$ cat src/rtl/sha256_block_ctrl_if.sv
// Block-source and digest-consumer handshakes of the SHA-256 block controller.
interface sha256_block_ctrl_if;
    logic blk_valid;
    logic blk_ready;
    logic blk_first;
    logic blk_last;
    logic digest_valid;
    logic digest_ready;

    // Host side: offers blocks and takes the digest.
    modport master (
        output blk_valid, blk_first, blk_last, digest_ready,
        input  blk_ready, digest_valid
    );

    // Controller side.
    modport slave (
        input  blk_valid, blk_first, blk_last, digest_ready,
        output blk_ready, digest_valid
    );
endinterface

$ cat src/rtl/sha256_block_ctrl.sv
// SHA-256 block sequencing controller: accepts a block, pulses the scheduler
// load, runs 64 compression rounds, pulses the hash update and, on the last
// block of a message, holds the digest until it is taken. Carries no data.
module sha256_block_ctrl #(
    parameter int CNT_W = 8
) (
    input  logic                 clk,
    input  logic                 rst_n,
    sha256_block_ctrl_if.slave   bus,
    output logic                 sched_load,
    output logic                 hash_init,
    output logic                 round_en,
    output logic [5:0]           round_idx,
    output logic                 hash_update,
    output logic [CNT_W-1:0]     blk_cnt,
    output logic                 proto_err
);

    typedef enum logic [2:0] {
        IDLE,
        LOAD,
        ROUNDS,
        UPDATE,
        DONE
    } state_t;

    state_t state;
    logic   msg_open;
    logic   first_q;
    logic   last_q;
    logic   blk_ready;
    logic   digest_valid;

    assign bus.blk_ready    = blk_ready;
    assign bus.digest_valid = digest_valid;

    // Controller FSM; every output is a register set together with the state
    // it belongs to, so outputs always match the state being entered.
    always_ff @(posedge clk or negedge rst_n) begin
        if (!rst_n) begin
            state        <= IDLE;
            msg_open     <= 1'b0;
            first_q      <= 1'b0;
            last_q       <= 1'b0;
            blk_cnt      <= '0;
            proto_err    <= 1'b0;
            blk_ready    <= 1'b1;
            digest_valid <= 1'b0;
            sched_load   <= 1'b0;
            hash_init    <= 1'b0;
            round_en     <= 1'b0;
            round_idx    <= 6'd0;
            hash_update  <= 1'b0;
        end else begin
            sched_load  <= 1'b0;
            hash_init   <= 1'b0;
            hash_update <= 1'b0;
            case (state)
                IDLE: begin
                    if (bus.blk_valid) begin
                        first_q <= bus.blk_first;
                        last_q  <= bus.blk_last;
                        if (!bus.blk_first && !msg_open) begin
                            // Continuation with no open message: drop it and stay ready.
                            proto_err <= 1'b1;
                        end else begin
                            state      <= LOAD;
                            blk_ready  <= 1'b0;
                            sched_load <= 1'b1;
                            hash_init  <= bus.blk_first;
                        end
                    end
                end
                LOAD: begin
                    msg_open <= 1'b1;
                    if (first_q) begin
                        blk_cnt <= CNT_W'(1);
                    end else if (blk_cnt != '1) begin
                        blk_cnt <= blk_cnt + CNT_W'(1);
                    end
                    state     <= ROUNDS;
                    round_en  <= 1'b1;
                    round_idx <= 6'd0;
                end
                ROUNDS: begin
                    if (round_idx == 6'd63) begin
                        state       <= UPDATE;
                        round_en    <= 1'b0;
                        round_idx   <= 6'd0;
                        hash_update <= 1'b1;
                    end else begin
                        round_idx <= round_idx + 6'd1;
                    end
                end
                UPDATE: begin
                    if (last_q) begin
                        msg_open     <= 1'b0;
                        state        <= DONE;
                        digest_valid <= 1'b1;
                    end else begin
                        state     <= IDLE;
                        blk_ready <= 1'b1;
                    end
                end
                DONE: begin
                    if (bus.digest_ready) begin
                        state        <= IDLE;
                        digest_valid <= 1'b0;
                        blk_ready    <= 1'b1;
                    end
                end
                default: begin
                    state     <= IDLE;
                    blk_ready <= 1'b1;
                end
            endcase
        end
    end

endmodule

$ cat src/flat_wrapper.sv
// flat-port wrapper written by rule: the top's interface ports become plain ports
module sha256_block_ctrl_flat 
#(
    parameter int CNT_W = 8
)
  (clk, rst_n, sched_load, hash_init, round_en, round_idx, hash_update, blk_cnt, proto_err, bus_blk_valid, bus_blk_first, bus_blk_last, bus_digest_ready, bus_blk_ready, bus_digest_valid);
  sha256_block_ctrl_if bus_i ();
  input  logic clk;
  input  logic rst_n;
  output logic sched_load;
  output logic hash_init;
  output logic round_en;
  output logic [5:0] round_idx;
  output logic hash_update;
  output logic [CNT_W-1:0] blk_cnt;
  output logic proto_err;
  input wire logic [$bits(bus_i.blk_valid)-1:0] bus_blk_valid;
  input wire logic [$bits(bus_i.blk_first)-1:0] bus_blk_first;
  input wire logic [$bits(bus_i.blk_last)-1:0] bus_blk_last;
  input wire logic [$bits(bus_i.digest_ready)-1:0] bus_digest_ready;
  output wire logic [$bits(bus_i.blk_ready)-1:0] bus_blk_ready;
  output wire logic [$bits(bus_i.digest_valid)-1:0] bus_digest_valid;
  assign bus_i.blk_valid = bus_blk_valid;
  assign bus_i.blk_first = bus_blk_first;
  assign bus_i.blk_last = bus_blk_last;
  assign bus_i.digest_ready = bus_digest_ready;
  assign bus_blk_ready = bus_i.blk_ready;
  assign bus_digest_valid = bus_i.digest_valid;
  sha256_block_ctrl #(.CNT_W(CNT_W)) u_core (.clk(clk), .rst_n(rst_n), .bus(bus_i), .sched_load(sched_load), .hash_init(hash_init), .round_en(round_en), .round_idx(round_idx), .hash_update(hash_update), .blk_cnt(blk_cnt), .proto_err(proto_err));
endmodule
$ cat config.mk
export PLATFORM = sky130hd
export DESIGN_NAME = sha256_block_ctrl_flat
export DESIGN_NICKNAME = d
export VERILOG_FILES = /design/src/rtl/sha256_block_ctrl_if.sv /design/src/rtl/sha256_block_ctrl.sv /design/src/flat_wrapper.sv
export SDC_FILE = /design/constraint.sdc
export NUM_CORES = 1
export LEC_CHECK = 0
export ABC_CLOCK_PERIOD_IN_PS = 3700
export CORE_MARGIN = 8
export CORE_UTILIZATION = 53
export CTS_CLUSTER_SIZE = 24
export DETAILED_ROUTE_END_ITERATION = 10
export GPL_TIMING_DRIVEN = 0
export PLACE_DENSITY = 0.8
export RECOVER_POWER = 100
export SLEW_MARGIN = 10
export SYNTH_ARGS = -nofsm -noshare
export SYNTH_HDL_FRONTEND = slang
export SYNTH_SLANG_ARGS = --single-unit
$ cat constraint.sdc
create_clock -name clk -period 3.7 [get_ports clk]
set_input_delay 0.555 -clock clk [delete_from_list [all_inputs] [get_ports clk]]
set_output_delay 0.555 -clock clk [all_outputs]
set_load 0.05 [all_outputs]
==> flow_summary.ini, run 1 <==
[final_layout]
drive_above_1_share_pct = 5.17
nFillCells = 214
area_growth_pct = 18.3
top_regs = u_core.blk_cnt x8, u_core.round_idx x6, u_core.state x3
largest_reg_flops = 8
nNetsFinal = 183
final_area_sq_um = 1680
diodes = 0
top_register = u_core.blk_cnt

[critical_path]
crit_chain = dlygate4sd3_1
worstPathRequired_ns = 3.14
critical_path.max_fanout = 8
cp-start-kind = flop
worst-path-buf-inv = 1
cp_top_family = buffers and inverters
cpPeakStageDelay_ns = 0.92
worstSetupPathType = reg2out
end_kind = output pin
ff2ff_setup_slack_ns = 1.60
critPathSlowestCell = dlygate4sd3_1
arrival_ns = 1.75

[sta]
worst_pin_slew_ns = 1.41
slew-limit-headroom_pct = 6.11
clock_skew_ns = 0.00780
rsz0062_at_grt = false
period_share_pct = 62.3
max_freq_mhz = 434
setup_violations = 0
drv_slew = 0
setup_tns_ns = 0
period_needed_ns = 2.30
finalHoldViolCount = 0

[logic_synthesis]
synth_async_sr_flop_share_pct = 100
synth.net_count = 152
ys_warn_count = 0
synthXorXnorAreaFrac_pct = 1.85
yosysMostFrequentCell = dfrtp_1
synth.distinct_cells = 42
synth-simple-area-share_pct = 18.5
synth.area.mux_share_pct = 2.29
ys_seq_area_share_pct = 47.6
synthTopCellsByCount = 26 x dfrtp_1, 16 x a21oi_1, 12 x nor2_1, 12 x o21ai_0, 10 x nand2_1
yosys-top-cells-area = dfrtp_1 46%, a21oi_1 5.6%, o21ai_0 4.2%
synth_compound_area_share_pct = 24.1
synth_top_area_share_pct = 45.7
ys_seq_elements = 27
syn_area_sq_um = 1420
synth_top_area_cell = dfrtp_1
synth-edff-count = 0
avgSynthCellArea_sq_um = 9.88
synth_ff_type = dfrtp_1
synthCells = 144
synth_fa_ha_area_share_pct = 1.76
synth_top_family_by_area = compound AO/OA/AOI/OAI gates

[floorplanning]
rows = 18
fp.dieH_um = 67.8
pin_count = 27
core_sq_um = 2520
initial_core_util_pct = 56.4
die_w_um = 67.8
dieArea_sq_um = 4600

[global_routing]
grt_pass1_wl_mm = 5.40
grt_max_degree = 28
grt_pass1_vias = 1193
antenna_found_initial = 0
grt_usage_pct = 15.0
overflow = 0

[clock_network]
post_cts_buffers = 0
clkSinkCount = 27
clkLatencyLatePin_ns = 0.32
clkTransAtPathRegs_ns = 0.14
cts.repair.resized = 0
cts_tree = done
clockBufferDepth = 2
cts-hold-fix-buffers = 0
htree_levels = 1
cts-root-buf = clkbuf_4
cts_buffers = 3

[placement]
port_buffers = 26
dp_hpwl_mm = 2.34
dpl_cell_area_sq_um = 1720
place_congestion = 0.803

[routing]
wl_met1_mm = 1.42
wl_met2_mm = 1.55
antenna_left = 0
drtIter0Drc = 115
wire_per_inst_um = 15.8
wl_met3_um = 210
vias = 1236
maxUsedRoutingLayer = met4
drc = 0
avgViaCountPerCell = 6.06
drt_wl_total_mm = 3.21
firstDrtPassIters = 4

[run]
maxCapViolCount = 0

[power]
clkPwrFrac_pct = 10.1
seqPwrFrac_pct = 37.4
p_per_area_nw_per_um2 = 743
p_switching_uw = 610
combPwrFrac_pct = 52.4
vdd_drop_max_uv = 625
p_sw_share_pct = 48.8
total_leakage_power_uw = 0.000709
internal_power_uw = 641

[outcome]
status = completed

[worst_hold_path]
hold_path_class = reg2reg
power by group through the flow:
stage | clock network, uW | registers (uW) | logic, uW
after floorplan | 0 | 652 | 314
after global placement | 0 | 473 | 685
after detailed placement | 0 | 477 | 701
after CTS | 130 | 471 | 703
after global routing | 142 | 481 | 715
final | 127 | 468 | 656
path summary, 6_finish.rpt:
kind | end | start | cells after the start
min | u_core.proto_err | u_core.proto_err | 1
max | blk_cnt[4] | u_core.blk_cnt[4] | 1
min in group asynchronous | u_core.blk_cnt[5] | rst_n | 1
min reg2reg | u_core.proto_err | u_core.proto_err | 1
max reg2reg | u_core.blk_cnt[7] | u_core.state[1] | 6
max in group asynchronous | u_core.last_q | rst_n | 1
logic make-up (layout without fill, tap and decap cells):
group	count (synthesis)	in the layout
xor+xnor	3	3
buf+inv	11	41
fa+ha+maj	2	2
compound gates	48	48
flops	27	27
mux	3	3
simple gates	50	50
placed cells by master (no fill, tap or decap), types with 3 or more instances in the layout:
cell,instances
o22a_1,3
clkdlybuf4s50_1,4
nor3_1,7
a21oi_1,16
o21ai_0,12
clkbuf_4,3
dlygate4sd3_1,21
nand2_1,10
nand4_1,3
nor2_1,12
xnor2_1,3
inv_1,3
dfrtp_1,26
nand3_1,5
clkbuf_1,8
metrics by stage:
| step | std cells | power [uW] | utilization, % | setup slack, ns | hold WS (ns) |
|---|---|---|---|---|---|
| after floorplan | 144 | 966 | - | 1.84 | 0.259 |
| after global placement | 200 | 1160 | 68.2 | 1.69 | 0.445 |
| after detailed placement | 200 | 1180 | 68.2 | 1.65 | 0.445 |
| after CTS | 204 | 1300 | 69.2 | 1.45 | 0.481 |
| after global routing | 204 | 1340 | 66.7 | 1.32 | 0.491 |
| final | 204 | 1250 | 66.7 | 1.40 | 0.468 |
cell type report:
class	instances	area, sq um	share of cell area (%)
Sequential cell	27	677	40.2
Inverter	4	15.0	0.892
Clock buffer	4	26.3	1.56
Timing Repair Buffer	26	254	15.1
Buffer	7	26.3	1.56
Multi-Input combinational cell	106	647	38.4
Tap cell	30	37.5	2.23
layer usage:
metal  global-route usage (%)  vias up
li1                         -      600
met1                     17.9      594
met2                     25.1       38
met3                     4.25        4
met4                     5.88        0
met5                        0        -
No activity file was read; power rests on OpenSTA's default activity.
==> run 2, diff against run 1 <==
--- a/config.mk
+++ b/config.mk
@@ -5,13 +5,13 @@
 export SDC_FILE = /design/constraint.sdc
 export NUM_CORES = 1
 export LEC_CHECK = 0
-export ABC_CLOCK_PERIOD_IN_PS = 3700
+export ABC_CLOCK_PERIOD_IN_PS = 2000
 export CORE_MARGIN = 8
-export CORE_UTILIZATION = 53
+export CORE_UTILIZATION = 46
 export CTS_CLUSTER_SIZE = 24
 export DETAILED_ROUTE_END_ITERATION = 10
 export GPL_TIMING_DRIVEN = 0
-export PLACE_DENSITY = 0.8
+export PLACE_DENSITY = 0.74
 export RECOVER_POWER = 100
 export SLEW_MARGIN = 10
 export SYNTH_ARGS = -nofsm -noshare
==> constraint.sdc (replaced) <==
create_clock -name clk -period 2 [get_ports clk]
set_input_delay 0.3 -clock clk [delete_from_list [all_inputs] [get_ports clk]]
set_output_delay 0.3 -clock clk [all_outputs]
set_load 0.05 [all_outputs]
==> run 2 against run 1 <==
Net effect:
- clock skew is 0.0088 ns higher
- clock-buffer cell count shrank 1
- final cell count increased by 2.0%
- critical path type unchanged
- largest power group unchanged
==> flow_summary.ini, run 2 (same netlist as run 1, synthesis figures left out) <==
[sta]
worst_pin_slew_ns = 1.46
setup_tns_ns = 0
drv_slew = 0
period_share_pct = 96.1
finalHoldViolCount = 0
slew-limit-headroom_pct = 2.57
period_needed_ns = 1.92
clock_skew_ns = 0.0166
max_freq_mhz = 520
fin_ws_ns = 0.0776
setup_violations = 0
rsz0062_at_grt = false

[clock_network]
post_cts_buffers = 0
clkSinkCount = 27
clkTransAtPathRegs_ns = 0.15
clockBufferDepth = 2
cts_buffers = 3
cts-root-buf = clkbuf_4
clkLatencyLatePin_ns = 0.33
htree_levels = 1
cts_tree = done

[final_layout]
final_cell_mix = 26 x dfrtp_1, 16 x a21oi_1, 15 x clkbuf_1, 12 x nor2_1, 12 x o21ai_0
final_common_cell = dfrtp_1
largest_reg_flops = 8
area_growth_pct = 16.4
diodes = 0
top_register = u_core.blk_cnt
drive_above_1_share_pct = 6.29
fin_cells = 208
nNetsFinal = 184
nFillCells = 300
top_regs = u_core.blk_cnt x8, u_core.round_idx x6, u_core.state x3

[critical_path]
end_kind = output pin
worst-path-buf-inv = 1
critical_path.max_fanout = 5
critPathSlowestCell = clkdlybuf4s50_1
worstSetupPathType = reg2out
cpPeakStageDelay_ns = 0.84
cp-start-kind = flop
arrival_ns = 1.62
crit_chain = clkdlybuf4s50_1
cp_top_family = buffers and inverters
worstPathRequired_ns = 1.70

[power]
p_per_area_nw_per_um2 = 1390
total_leakage_power_uw = 0.000663
vdd_drop_max_uv = 731

[global_routing]
antenna_found_initial = 0
grt_pass1_vias = 1237
grt_usage_pct = 13.0
overflow = 0
grt_max_degree = 28
grt_pass1_wl_mm = 5.53

[routing]
drt_wl_total_mm = 3.19
avgViaCountPerCell = 5.91
drtIter0Drc = 66
vias = 1230
drc = 0
antenna_left = 0
wire_per_inst_um = 15.3
firstDrtPassIters = 4

[outcome]
status = completed

[floorplanning]
dieArea_sq_um = 5130
rows = 20
pin_count = 27
core_sq_um = 3000
initial_core_util_pct = 47.4
die_w_um = 71.6
fp.dieH_um = 71.6

[worst_hold_path]
hold_path_class = reg2reg

[placement]
dp_cells = 203
dpl_worst_slack_ns = 0.191
dp_hpwl_mm = 2.27
place_congestion = 0.817
port_buffers = 26

[run]
maxCapViolCount = 0
==> run 2: cell types whose count changed in the layout (fill, tap and decap cells not counted), moves of 2 or more <==
cell / delta
a2111oi_0: -2
dlygate4sd3_1: -14
clkdlybuf4s50_1: +6
clkbuf_1: +7
a2111oi_1: +2
==> run 2: repair_timing <==
| item | CTS | global route |
|---|---|---|
| endpoints found under the setup margin | 0 | 9 |
| gates resized for setup | 0 | 9 |
| hold buffers | 0 | 1 |
| endpoints found under the hold margin | 0 | 16 |
==> run 2: per-stage QoR <==
step	total power, uW	instance area, sq um	utilization [%]	hold slack [ns]
6_report	2300	1660	55.2	0.472
5_1_grt	2450	1660	55.2	0.484
4_1_cts	2410	1750	58.3	0.476
3_5_place_dp	2180	1720	57.4	0.452
3_3_place_gp	2140	1720	57.4	0.446
2_1_floorplan	1790	1420	-	0.00441
==> run 2: layer usage <==
layer / vias to the layer above / wire, um / track usage [%]
li1: 602 / - / -
met1: 587 / 1430 / 16.1
met2: 37 / 1500 / 20.0
met3: 4 / 223 / 3.77
met4: 0 / 34 / 6.80
met5: - / 0 / 0
==> run 2: path summary, 6_finish.rpt <==
kind / start / end / slack [ns] / cells after the start
worst max-delay path: u_core.blk_cnt[7] / blk_cnt[7] / 0.08 / 1
worst min-delay path: u_core.proto_err / u_core.proto_err / 0.47 / 1
worst max register to register: u_core.state[1] / u_core.blk_cnt[7] / 0.12 / 6
worst min register to register: u_core.proto_err / u_core.proto_err / 0.47 / 1
max in group asynchronous: rst_n / u_core.round_en / 0.31 / 2
min in group asynchronous: rst_n / u_core.round_idx[3] / 0.83 / 2
==> run 2: report_power, final <==
part / leakage [uW] / internal [uW] / total [uW] / switching [uW]
registers: 0.000343 / 706 / 875 / 169
logic: 0.000302 / 371 / 1190 / 816
clock network: 0.0000177 / 75.0 / 234 / 159
==> run 2: area by class of cell <==
cell class	instances	area (sq um)	area share [%]
Buffer	7	33.8	2.04
Clock buffer	3	22.5	1.36
Clock inverter	1	5.00	0.302
Inverter	4	15.0	0.906
Multi-Input combinational cell	106	654	39.5
Sequential cell	27	677	40.9
Tap cell	33	41.3	2.49
Timing Repair Buffer	27	208	12.5
==> run 3, diff against run 2 <==
--- a/config.mk
+++ b/config.mk
@@ -5,13 +5,13 @@
 export SDC_FILE = /design/constraint.sdc
 export NUM_CORES = 1
 export LEC_CHECK = 0
-export ABC_CLOCK_PERIOD_IN_PS = 2000
+export ABC_CLOCK_PERIOD_IN_PS = 2400
 export CORE_MARGIN = 8
-export CORE_UTILIZATION = 46
+export CORE_UTILIZATION = 53
 export CTS_CLUSTER_SIZE = 24
 export DETAILED_ROUTE_END_ITERATION = 10
 export GPL_TIMING_DRIVEN = 0
-export PLACE_DENSITY = 0.74
+export PLACE_DENSITY = 0.8
 export RECOVER_POWER = 100
 export SLEW_MARGIN = 10
 export SYNTH_ARGS = -nofsm -noshare
==> constraint.sdc (replaced) <==
create_clock -name clk -period 2.4 [get_ports clk]
set_input_delay 0.36 -clock clk [delete_from_list [all_inputs] [get_ports clk]]
set_output_delay 0.36 -clock clk [all_outputs]
set_load 0.05 [all_outputs]
==> results of run 3 <==
Same layout as run 1 (identical final DEF). Status: completed.
Main changes from that run: setup slack after placement 1.65 ns -> 0.550 ns; setup slack after layout 1.40 ns -> 0.291 ns; hold slack 0.468 ns -> 0.330 ns; register-to-register setup slack 1.60 ns -> 0.30 ns; total power 1250 uW -> 1930 uW; worst IR drop on VDD 625 uV -> 963 uV
